===== src/rtl/reduce_accumulator_pkg.sv =====
// Shared types and sizing helpers for the reduce_accumulator frame summer.
package reduce_pkg;

    typedef enum logic [1:0] {
        IDLE,
        ACCUM,
        HOLD
    } state_t;

    function automatic int cnt_width(input int max_len);
        return $clog2(max_len + 1);
    endfunction

endpackage


===== src/rtl/reduce_accumulator_acc_add.sv =====
// Combinational accumulate step: acc + zero-extended data, wrapping by default
// or clamping at all-ones when REDUCE_ACCUMULATOR_SATURATE_EN is defined.
module acc_add #(
    parameter int DATA_WIDTH = 32,
    parameter int ACC_WIDTH  = 40
) (
    input  logic [ACC_WIDTH-1:0]  acc,
    input  logic [DATA_WIDTH-1:0] data,
    output logic [ACC_WIDTH-1:0]  sum,
    output logic                  overflow
);

    logic [ACC_WIDTH:0] full;

    // One extra bit catches the carry out of the accumulator width.
    assign full     = {1'b0, acc} + (ACC_WIDTH + 1)'(data);
    assign overflow = full[ACC_WIDTH];

`ifdef REDUCE_ACCUMULATOR_SATURATE_EN
    assign sum = full[ACC_WIDTH] ? {ACC_WIDTH{1'b1}} : full[ACC_WIDTH-1:0];
`else
    assign sum = full[ACC_WIDTH-1:0];
`endif

endmodule


===== src/rtl/reduce_accumulator.sv =====
// Sums frames of frame_len adder-tree results and presents each total over valid/ready.
// Optional build macro REDUCE_ACCUMULATOR_SATURATE_EN: saturating sum plus sat_flag output.
module reduce_accumulator
    import reduce_pkg::*;
#(
    parameter int  DATA_WIDTH = 32,
    parameter int  ACC_WIDTH  = 40,
    parameter int  MAX_LEN    = 1024,
    localparam int CNT_WIDTH  = cnt_width(MAX_LEN)
) (
    input  logic                  clk,
    input  logic                  reset,
    input  logic [CNT_WIDTH-1:0]  frame_len,
    input  logic                  in_valid,
    output logic                  in_ready,
    input  logic [DATA_WIDTH-1:0] in_data,
    output logic                  out_valid,
    input  logic                  out_ready,
    output logic [ACC_WIDTH-1:0]  out_data,
    output logic [CNT_WIDTH-1:0]  out_count,
`ifdef REDUCE_ACCUMULATOR_SATURATE_EN
    output logic                  sat_flag,
`endif
    output logic                  busy
);

    state_t                 state;
    state_t                 state_next;
    logic [ACC_WIDTH-1:0]   acc;
    logic [CNT_WIDTH-1:0]   cnt;
    logic [CNT_WIDTH-1:0]   len_q;
    logic [CNT_WIDTH-1:0]   len_new;
    logic [ACC_WIDTH-1:0]   sum;
    logic                   beat;
    logic                   first_beat;
    logic                   last_beat;

    // HOLD only frees the input when the held total is being taken this cycle.
    assign in_ready   = (state != HOLD) || out_ready;
    assign beat       = in_valid && in_ready;
    assign first_beat = (state != ACCUM);
    assign last_beat  = ((cnt + CNT_WIDTH'(1)) == len_q);

    always_comb begin
        len_new = frame_len;
        if (frame_len == '0) begin
            len_new = CNT_WIDTH'(1);
        end else if (frame_len > CNT_WIDTH'(MAX_LEN)) begin
            len_new = CNT_WIDTH'(MAX_LEN);
        end
    end

`ifdef REDUCE_ACCUMULATOR_SATURATE_EN
    logic ovf;
    logic sat_q;

    acc_add #(.DATA_WIDTH(DATA_WIDTH), .ACC_WIDTH(ACC_WIDTH)) u_add (
        .acc      (acc),
        .data     (in_data),
        .sum      (sum),
        .overflow (ovf)
    );

    always_ff @(posedge clk or posedge reset) begin
        if (reset) begin
            sat_q <= 1'b0;
        end else if (beat) begin
            sat_q <= first_beat ? 1'b0 : (sat_q | ovf);
        end
    end

    assign sat_flag = sat_q;
`else
    logic unused_ovf;

    acc_add #(.DATA_WIDTH(DATA_WIDTH), .ACC_WIDTH(ACC_WIDTH)) u_add (
        .acc      (acc),
        .data     (in_data),
        .sum      (sum),
        .overflow (unused_ovf)
    );
`endif

    always_ff @(posedge clk or posedge reset) begin
        if (reset) begin
            state <= IDLE;
        end else begin
            state <= state_next;
        end
    end

    always_comb begin
        state_next = state;
        out_valid  = 1'b0;
        busy       = 1'b0;
        case (state)
            IDLE: begin
                if (beat) begin
                    state_next = (len_new == CNT_WIDTH'(1)) ? HOLD : ACCUM;
                end
            end
            ACCUM: begin
                busy = 1'b1;
                if (beat && last_beat) begin
                    state_next = HOLD;
                end
            end
            HOLD: begin
                out_valid = 1'b1;
                // A beat here implies out_ready, so the next frame starts with no bubble.
                if (beat) begin
                    state_next = (len_new == CNT_WIDTH'(1)) ? HOLD : ACCUM;
                end else if (out_ready) begin
                    state_next = IDLE;
                end
            end
            default: state_next = IDLE;
        endcase
    end

    always_ff @(posedge clk or posedge reset) begin
        if (reset) begin
            acc   <= '0;
            cnt   <= '0;
            len_q <= CNT_WIDTH'(1);
        end else if (beat) begin
            if (first_beat) begin
                acc   <= ACC_WIDTH'(in_data);
                cnt   <= CNT_WIDTH'(1);
                len_q <= len_new;
            end else begin
                acc   <= sum;
                cnt   <= cnt + CNT_WIDTH'(1);
            end
        end
    end

    // The accumulator itself is the presented total; it only moves on a beat,
    // and HOLD accepts no beat without the handshake.
    assign out_data  = acc;
    assign out_count = cnt;

endmodule


===== config.mk =====
export PLATFORM = sky130hd
export DESIGN_NAME = reduce_accumulator
export DESIGN_NICKNAME = d
export VERILOG_FILES = /design/src/rtl/reduce_accumulator_pkg.sv /design/src/rtl/reduce_accumulator_acc_add.sv /design/src/rtl/reduce_accumulator.sv
export SDC_FILE = /design/constraint.sdc
export NUM_CORES = 1
export LEC_CHECK = 0
export CAP_MARGIN = 5
export CORE_MARGIN = 4
export CORE_UTILIZATION = 54
export DETAILED_ROUTE_END_ITERATION = 10
export PLACE_DENSITY = 0.82
export RECOVER_POWER = 100
export SETUP_SLACK_MARGIN = 0.3
export SLEW_MARGIN = 0
export SYNTH_ARGS = -nofsm -noshare
export SYNTH_HDL_FRONTEND = slang
export SYNTH_HIERARCHICAL = 1
export SYNTH_SLANG_ARGS = --single-unit

===== constraint.sdc =====
create_clock -name clk -period 2.7 [get_ports clk]
set_input_delay 0.54 -clock clk [delete_from_list [all_inputs] [get_ports clk]]
set_output_delay 0.54 -clock clk [all_outputs]
set_load 0.05 [all_outputs]

# Word level (Yosys, flattened, before mapping)

Cells that the tools add are included.

Add/sub/neg operators: 2
Order comparisons: 1
Equality and inequality tests: 9
Muxes and demuxes: 12
Reductions and logical operators: 7

Operator list:

| cell                  | count |
|---|---|
| $add 40x32->40        | 1 |
| $mux 40               | 1 |
| $mux 11               | 3 |
| $add 11x1->11 const B | 1 |
| $eq 11x1->1 const B   | 1 |
| $eq 11x11->1          | 1 |
| $gt 11x11->1 const B  | 1 |
| $logic_not 11->1      | 1 |
| $mux 2                | 5 |
| $ne 2x2->1 const B    | 3 |
| $pmux 2 s3            | 1 |
| $ne 3x3->1 const B    | 1 |
| $reduce_and 3->1      | 1 |
| $eq 2x1->1 const B    | 1 |
| $eq 2x2->1 const B    | 1 |
| $logic_and 1x1->1     | 2 |
| $logic_not 2->1       | 1 |
| $mux 1                | 2 |
| $ne 2x1->1 const B    | 1 |
| $reduce_and 2->1      | 1 |
| $logic_or 1x1->1      | 1 |

Flip-flop bits (word level): 64
Input bits: 47
Output and inout bits: 54
Word-level logic and storage cells: 35

# Logic depth before layout (Yosys ltp)

Gate-level depths: netlist (run 1).

Word-level depth: 7
Mapped depth: 10
Gate-level depth less buffers: 10

# Modules after synthesis

Netlist (run 1), hierarchy kept.

Modules (own cells, without submodules):

| module             | instances | cells each | area an instance (sq um) | seq. area each (sq um) |
|---|---|---|---|---|
| reduce_accumulator | 1         | 320        | 3229.3                   | 1602.8 |
| acc_add            | 1         | 342        | 2376.0                   | 0.0 |

# Worst setup path after synthesis (run 1)

OpenSTA, ideal clock, no wires.

Path type: reg-to-reg
From: reg acc[0] (netlist: out_data[0])
To: reg acc[30] (netlist: out_data[30])
Library setup time: 0.121 ns
Arrival: 2.561 ns
Data required time: 2.579 ns
Setup slack: 0.018 ns
Stages on the path, launching flop included: 11
Path buffers: 0
Cells stage by stage: dfrtp_1 -> ha_1 -> fa_1 -> nand3_1 -> a21oi_2 -> o21a_1 -> o211a_1 -> nor4_1 -> nor3_1 -> a22o_1 -> a22o_1

Longest elaborated chain between the ends: 2

Ends and longest elaborated chain:

| element                | line                             | source |
|---|---|---|
| start, declared        | reduce_accumulator.sv:29         | `logic [ACC_WIDTH-1:0] acc;` |
| start signal, assigned | reduce_accumulator.sv:128        | `acc <= ACC_WIDTH'(in_data);` |
| start signal, assigned | reduce_accumulator.sv:132        | `acc <= sum;` |
| $add 40x32->40         | reduce_accumulator_acc_add.sv:16 | `assign full = {1'b0, acc} + (ACC_WIDTH + 1)'(data);` |
| net sum[30]            | reduce_accumulator.sv:33         | `logic [ACC_WIDTH-1:0] sum;` |
| $mux 40                | reduce_accumulator.sv:127        | `if (first_beat) begin` |

The timed path passes the listed nets, and every way through them passes these cells.
A chain may end at the register's enable or synchronous reset.

# Final worst setup path (run 1)

From: reg acc[27] (netlist: out_data[27])
To: reg acc[30] (netlist: out_data[30])

The elaborated chain is that of the path after synthesis.

==> flow_metrics.py, run 1 <==
metrics = {
    "grt": {
        "grt_pass1_wl_um": 33580,
        "grt_pass1_vias": 6621,
        "grtUsageTotal": 0.3528,
        "grt_start_max_net_pins": 65,
        "grt_overflow": 0,
        "antenna_found_initial": 2,
    },
    "cells_and_area": {
        "multi_input_area_sq_um": 4624,
        "seq_area_sq_um": 1637,
        "fin_area_sq_um": 8872,
        "fill_cells": 407,
        "area_growth_pct": 58.46,
        "diodes": 0,
        "final_net_count": 967,
        "drive_gt1_frac": 0.3681,
    },
    "clock_tree": {
        "numCtsBuffers": 9,
        "cts-root-buf": "clkbuf_8",
        "clkSinkCount": 64,
        "htree_levels": 3,
        "clk_pin_slew_ns": 0.11,
        "clk_latency_ns": 0.38,
        "cts_tree": "built",
        "cts_max_path_buffers": 2,
        "cts_hold_buf": 0,
    },
    "outcome": {
        "status": "finished, violations left",
        "violations": "design-rule violations, max-capacitance violations, max-slew violations, negative setup slack",
    },
    "setup_path": {
        "slowest_stage": "a21oi_1",
        "crit_start": "out_data[27]",
        "cp_top_family": "compound AO/OA/AOI/OAI gates",
        "critPathKind": "flip-flop to flip-flop",
        "crit_path_cell_trace": "ha_4 -> buf_4 -> a21oi_1 -> o21bai_1 -> a21oi_1 -> buf_4 -> mux2i_1 -> o311ai_1 -> nor3_1 -> a22o_1 -> a22o_1",
        "rr_worst_depth": 11,
        "timing.rr.end": "out_data[30]",
        "crit_buf_inv": 2,
        "cp.depth": 11,
        "r2r_slack_ns": -0.30,
        "critPathRequiredTime_ns": 3.03,
        "crit_path_max_incr_delay_ns": 0.67,
        "endpoint": "out_data[30]",
        "r2r-start": "out_data[27]",
        "start_kind": "flip-flop",
        "crit_path_end_kind": "flip-flop",
        "crit_fanout": 3,
        "worstPathArrival_ns": 3.34,
    },
    "timing": {
        "tightestPinTransition_ns": 1.748,
        "fin_ws_ns": -0.3035,
        "period_share": 1.112,
        "period_minus_slack_ns": 3.004,
        "hold_viol": 0,
        "drv_slew": 65,
        "rsz0062_at_grt": "true",
        "fin_skew_ns": 0.02573,
        "setup-violations-final": 8,
        "holdWs_ns": 0.4953,
        "clock.fmax_ghz": 0.3329,
        "timing.slew.headroom": -0.1654,
    },
    "floorplan": {
        "die_y_um": 109.8,
        "pin_count": 101,
        "die_w_um": 109.8,
        "rows": 36,
        "initial_utilization": 0.5625,
        "fp.dieArea_sq_um": 12060,
        "coreArea_sq_um": 9955,
    },
    "power": {
        "cellPowerDensity_nw_per_um2": 1429,
        "p_leak_uw": 0.003834,
        "vdd_drop_max_mv": 1.189,
    },
    "synth": {
        "synth_cells": 661,
        "synth_area_sq_um": 5599,
        "synth_fp_nets": 742,
        "yosys_warnings": 6,
        "avgSynthCellArea_sq_um": 8.471,
    },
    "placed_design": {
        "numPortBuffers": 100,
        "gp_congestion": 0.9369,
        "hpwlAfterDp_um": 13420,
        "place_area_sq_um": 7695,
    },
    "detailed_routing": {
        "drtAntennaViolNets": 0,
        "drt-total-wl_um": 28720,
        "route.detailed.drc": 28,
        "wire_per_inst_um": 28.04,
        "vias_per_cell": 7.575,
        "drtPass1Iterations": 11,
        "dr_total_vias": 7757,
        "first_iter_violations": 1338,
    },
    "hold_path": {
        "hold_class": "flip-flop to flip-flop",
    },
    "run": {
        "cap_viol_max_count": 1,
    },
}
[report_power, final]
group          internal, uW  switching (uW)  total (uW)
Clock                   429             485         914
Combinational          4220            5610        9840
Sequential             1380             546        1920
Total                  6030            6650       12700
[through the flow]
step / util / std cells / setup TNS [ns] / total power (uW) / setup WS [ns]
2_1_floorplan: - / 661 / 0 / 6777 / 0.2567
3_3_place_gp: 0.7730 / 966 / -9.202 / 9010 / -0.4882
3_5_place_dp: 0.7730 / 966 / -10.18 / 9230 / -0.5080
4_1_cts: 0.8433 / 1002 / 0 / 10810 / 0.1881
5_1_grt: 0.8913 / 1024 / -0.5846 / 12960 / -0.3020
6_report: 0.8913 / 1024 / -0.7208 / 12680 / -0.3035
[final cells by class]
class / count / share of cell area
Multi-Input combinational cell: 535 / 0.5212
Clock inverter: 5 / 0.006628
Timing Repair Buffer: 253 / 0.2444
Tap cell: 133 / 0.01876
Clock buffer: 11 / 0.01481
Sequential cell: 64 / 0.1845
Inverter: 23 / 0.009731
[sequential cells by signal (all words and copies together), names as in the netlist]
name,flops
out_data,40
len_q,11
state,2
out_count,11
[metal layers]
layer,vias up,GRT usage,share of wire
li1,2940,-,-
met1,3524,0.4378,0.33
met2,930,0.5845,0.42
met3,363,0.06400,0.14
met4,0,0.1799,0.11
met5,-,0,0
[worst min path at each step]
stage | startpoint | slack, ns | depth (start not counted) | endpoint
finish | len_q[0] | 0.50 | 2 | len_q[0]
global route | len_q[0] | 0.51 | 2 | len_q[0]
CTS | len_q[0] | 0.49 | 2 | len_q[0]
detailed placement | len_q[0] | 0.48 | 2 | len_q[0]
global placement | len_q[0] | 0.47 | 2 | len_q[0]
floorplan | len_q[0] | 0.46 | 2 | len_q[0]
[worst reg2reg max path, delay by kind of cell (launching register included)]
family / cells / cell delay (ns)
multiplexers: 1 / 0.27
AO/OA/AOI/OAI: 6 / 1.49
AND/OR/NAND/NOR: 1 / 0.18
buffers and inverters: 2 / 0.39
adder cells (fa/ha/maj): 1 / 0.18
flip-flops: 1 / 0.45
[cell usage in the layout, fill, tap and decap left out, types with 5 or more instances in the layout]
| master | count |
|---|---|
| a21o_1 | 16 |
| a21oi_1 | 24 |
| a21oi_2 | 10 |
| a21oi_4 | 5 |
| a22o_1 | 57 |
| a31oi_1 | 7 |
| buf_4 | 131 |
| buf_6 | 18 |
| clkbuf_1 | 7 |
| clkbuf_8 | 9 |
| clkdlybuf4s15_1 | 6 |
| clkdlybuf4s50_1 | 14 |
| dfrtp_1 | 36 |
| dfrtp_2 | 27 |
| dlygate4sd2_1 | 18 |
| dlygate4sd3_1 | 49 |
| ha_4 | 31 |
| inv_1 | 22 |
| mux2i_1 | 9 |
| nand2_1 | 70 |
| nand2b_1 | 9 |
| nand3_1 | 12 |
| nand4_1 | 12 |
| nor2_1 | 31 |
| nor2_2 | 7 |
| nor3_1 | 10 |
| nor3_2 | 5 |
| o211ai_1 | 7 |
| o21a_1 | 10 |
| o21ai_0 | 40 |
| o21ai_1 | 6 |
| o21ai_2 | 7 |
| o31ai_1 | 5 |
| xnor2_1 | 21 |
| xnor2_2 | 5 |
| xor2_1 | 15 |
[repair_timing]
action / 4_1_cts / 5_1_grt
endpoints found under the setup margin: 34 / 36
resized for setup: 98 / 94
setup buffers: 20 / 22
pin swaps: 37 / 60
Power figures use the tool's default switching activity.
==> run 2, diff against run 1 <==
--- a/config.mk
+++ b/config.mk
@@ -8,6 +8,7 @@
 export CAP_MARGIN = 5
 export CORE_MARGIN = 4
 export CORE_UTILIZATION = 54
+export CTS_CLUSTER_SIZE = 40
 export DETAILED_ROUTE_END_ITERATION = 10
 export PLACE_DENSITY = 0.82
 export RECOVER_POWER = 100
==> results of run 2 <==
Same layout as run 1: the final DEF is identical, and so are final timing and power.
==> run 3, diff against run 2 <==
--- a/config.mk
+++ b/config.mk
@@ -11,7 +11,7 @@
 export CTS_CLUSTER_SIZE = 40
 export DETAILED_ROUTE_END_ITERATION = 10
 export PLACE_DENSITY = 0.82
-export RECOVER_POWER = 100
+export RECOVER_POWER = 25
 export SETUP_SLACK_MARGIN = 0.3
 export SLEW_MARGIN = 0
 export SYNTH_ARGS = -nofsm -noshare
==> run 3 against run 2 <==
Against the previous run: the flow still finishes with violations (design-rule violations, max-capacitance violations, max-slew violations, negative setup slack); global-route usage is the same; setup slack better by 0.0063 ns; non-clock buffer count unchanged; maximum frequency rose by 0.21%; worst hold slack got worse by 0.0027 ns; first-iteration DRC count is 1.3% lower; cell area is 0.79% higher; highest routed layer is now met5; clock power shrank 0.5%; cell count stayed put.
==> flow_metrics.py, run 3 (same netlist as run 1, synthesis figures left out) <==
metrics = {
    "timing": {
        "tightestPinTransition_ns": 1.729,
        "fin_skew_ns": 0.02118,
        "hold_viol": 0,
        "drv_slew": 65,
        "timing.slew.headroom": -0.1524,
        "clock.fmax_ghz": 0.3336,
        "fin_ws_ns": -0.2972,
        "period_minus_slack_ns": 2.997,
        "rsz0062_at_grt": "true",
        "holdWs_ns": 0.4926,
        "period_share": 1.110,
        "setup-violations-final": 7,
    },
    "detailed_routing": {
        "dr_total_vias": 7694,
        "drtAntennaViolNets": 0,
        "vias_per_cell": 7.514,
        "first_iter_violations": 1321,
        "drt-total-wl_um": 28470,
        "wire_per_inst_um": 27.80,
        "route.detailed.drc": 9,
        "drtPass1Iterations": 11,
    },
    "floorplan": {
        "die_w_um": 109.8,
        "pin_count": 101,
        "coreArea_sq_um": 9955,
        "initial_utilization": 0.5625,
        "fp.dieArea_sq_um": 12060,
        "die_y_um": 109.8,
        "rows": 36,
    },
    "power": {
        "p_int_uw": 6155,
        "p_leak_uw": 0.003845,
        "p_sw_uw": 6634,
        "switching_share": 0.5187,
        "cellPowerDensity_nw_per_um2": 1430,
        "p_seq_frac": 0.151,
        "vdd_drop_max_mv": 1.212,
        "power_frac_clock": 0.071,
        "combPwrFrac": 0.777,
    },
    "grt": {
        "grt_pass1_vias": 6621,
        "grtUsageTotal": 0.3528,
        "grt_overflow": 0,
        "grt_start_max_net_pins": 65,
        "antenna_found_initial": 2,
        "grt_pass1_wl_um": 33580,
    },
    "setup_path": {
        "worstPathArrival_ns": 3.28,
        "critPathKind": "flip-flop to flip-flop",
        "crit_fanout": 3,
        "crit_path_end_kind": "flip-flop",
        "cp_top_family": "compound AO/OA/AOI/OAI gates",
        "slowest_stage": "a21oi_1",
        "critPathRequiredTime_ns": 2.98,
        "start_kind": "flip-flop",
        "crit_path_cell_trace": "ha_4 -> buf_4 -> a21oi_1 -> o21bai_1 -> a21oi_1 -> nand2_1 -> o311ai_1 -> nor3_1 -> a22o_1 -> a22o_1",
        "crit_buf_inv": 1,
        "crit_path_max_incr_delay_ns": 0.66,
        "r2r_slack_ns": -0.30,
    },
    "clock_tree": {
        "htree_levels": 3,
        "cts_tree": "built",
        "clk_pin_slew_ns": 0.10,
        "numCtsBuffers": 9,
        "clk_latency_ns": 0.38,
        "cts_max_path_buffers": 2,
        "cts-root-buf": "clkbuf_8",
        "clkSinkCount": 64,
    },
    "cells_and_area": {
        "diodes": 0,
        "fill_cells": 385,
        "final_cell_mix": "buf_4 (135), nand2_1 (69), clkdlybuf4s50_1 (62), a22o_1 (57), o21ai_0 (39)",
        "fin_area_sq_um": 8942,
        "mostFrequentLayoutCell": "buf_4",
        "largest_reg_flops": 40,
        "area_growth_pct": 59.71,
        "drive_gt1_frac": 0.3760,
        "final_net_count": 967,
        "multi_input_area_sq_um": 4653,
        "seq_area_sq_um": 1637,
    },
    "placed_design": {
        "post-place-ws_ns": -0.5080,
        "gp_congestion": 0.9369,
        "place_area_sq_um": 7695,
        "hpwlAfterDp_um": 13420,
        "numPortBuffers": 100,
    },
    "outcome": {
        "violations": "design-rule violations, max-capacitance violations, max-slew violations, negative setup slack",
        "status": "finished, violations left",
    },
    "hold_path": {
        "hold_class": "flip-flop to flip-flop",
    },
    "run": {
        "cap_viol_max_count": 1,
    },
}
## run 3: power groups by stage
stage                     clock network, uW  logic, uW  registers (uW)
after global routing                    950      10200            1970
after floorplan                           0       4040            2740
after CTS                               861       8060            1890
final                                   909       9940            1940
after detailed placement                  0       7370            1860
after global placement                    0       7170            1840
## run 3: per-layer routing
| layer | up-vias | wire length (um) | GRT usage |
|---|---|---|---|
| met2 | 892 | 12090 | 0.5845 |
| met1 | 3512 | 9482 | 0.4378 |
| met3 | 355 | 3856 | 0.06400 |
| li1 | 2933 | - | - |
| met5 | - | 20 | 0 |
| met4 | 2 | 3021 | 0.1799 |
## run 3: final cells by class
| class | count | share of cell area |
|---|---|---|
| multi-input combinational | 535 | 0.5204 |
| timing repair buffer | 253 | 0.2471 |
| sequential | 64 | 0.1830 |
| tap | 133 | 0.01861 |
| clock buffer | 11 | 0.01469 |
| inverter | 23 | 0.009654 |
| clock inverter | 5 | 0.006576 |
## run 3: timing repair
| item | CTS | global route |
|---|---|---|
| hold buffers | 0 | 0 |
| resized for setup | 98 | 94 |
| setup endpoints to repair | 34 | 36 |
| setup buffers | 20 | 22 |
| hold endpoints to repair | 0 | 0 |
| gates cloned | 0 | 0 |
| pin swaps | 37 | 60 |
## run 3: worst register-to-register path: stages (launching register included)
cell and delay (ns):
dfrtp_2 0.45, ha_4 0.18, buf_4 0.15, a21oi_1 0.24
o21bai_1 0.12, a21oi_1 0.66, nand2_1 0.26, o311ai_1 0.37
nor3_1 0.09, a22o_1 0.22, a22o_1 0.17
## run 3: per-stage QoR
stage,TNS (ns),util,total power (uW),cells
3_3_place_gp,-9.202,0.7730,9010,966
3_5_place_dp,-10.18,0.7730,9230,966
2_1_floorplan,0,-,6777,661
6_report,-0.5784,0.8983,12790,1024
5_1_grt,-0.5724,0.8983,13120,1024
4_1_cts,0,0.8433,10810,1002
## run 3: worst paths after layout
path	startpoint	end	cells past startpoint
max	out_data[27]	out_data[30]	10
max reg2reg	out_data[27]	out_data[30]	10
max in group asynchronous	reset	out_data[12]	3
min in group asynchronous	reset	out_data[0]	3
min	len_q[0]	len_q[0]	2
min reg2reg	len_q[0]	len_q[0]	2
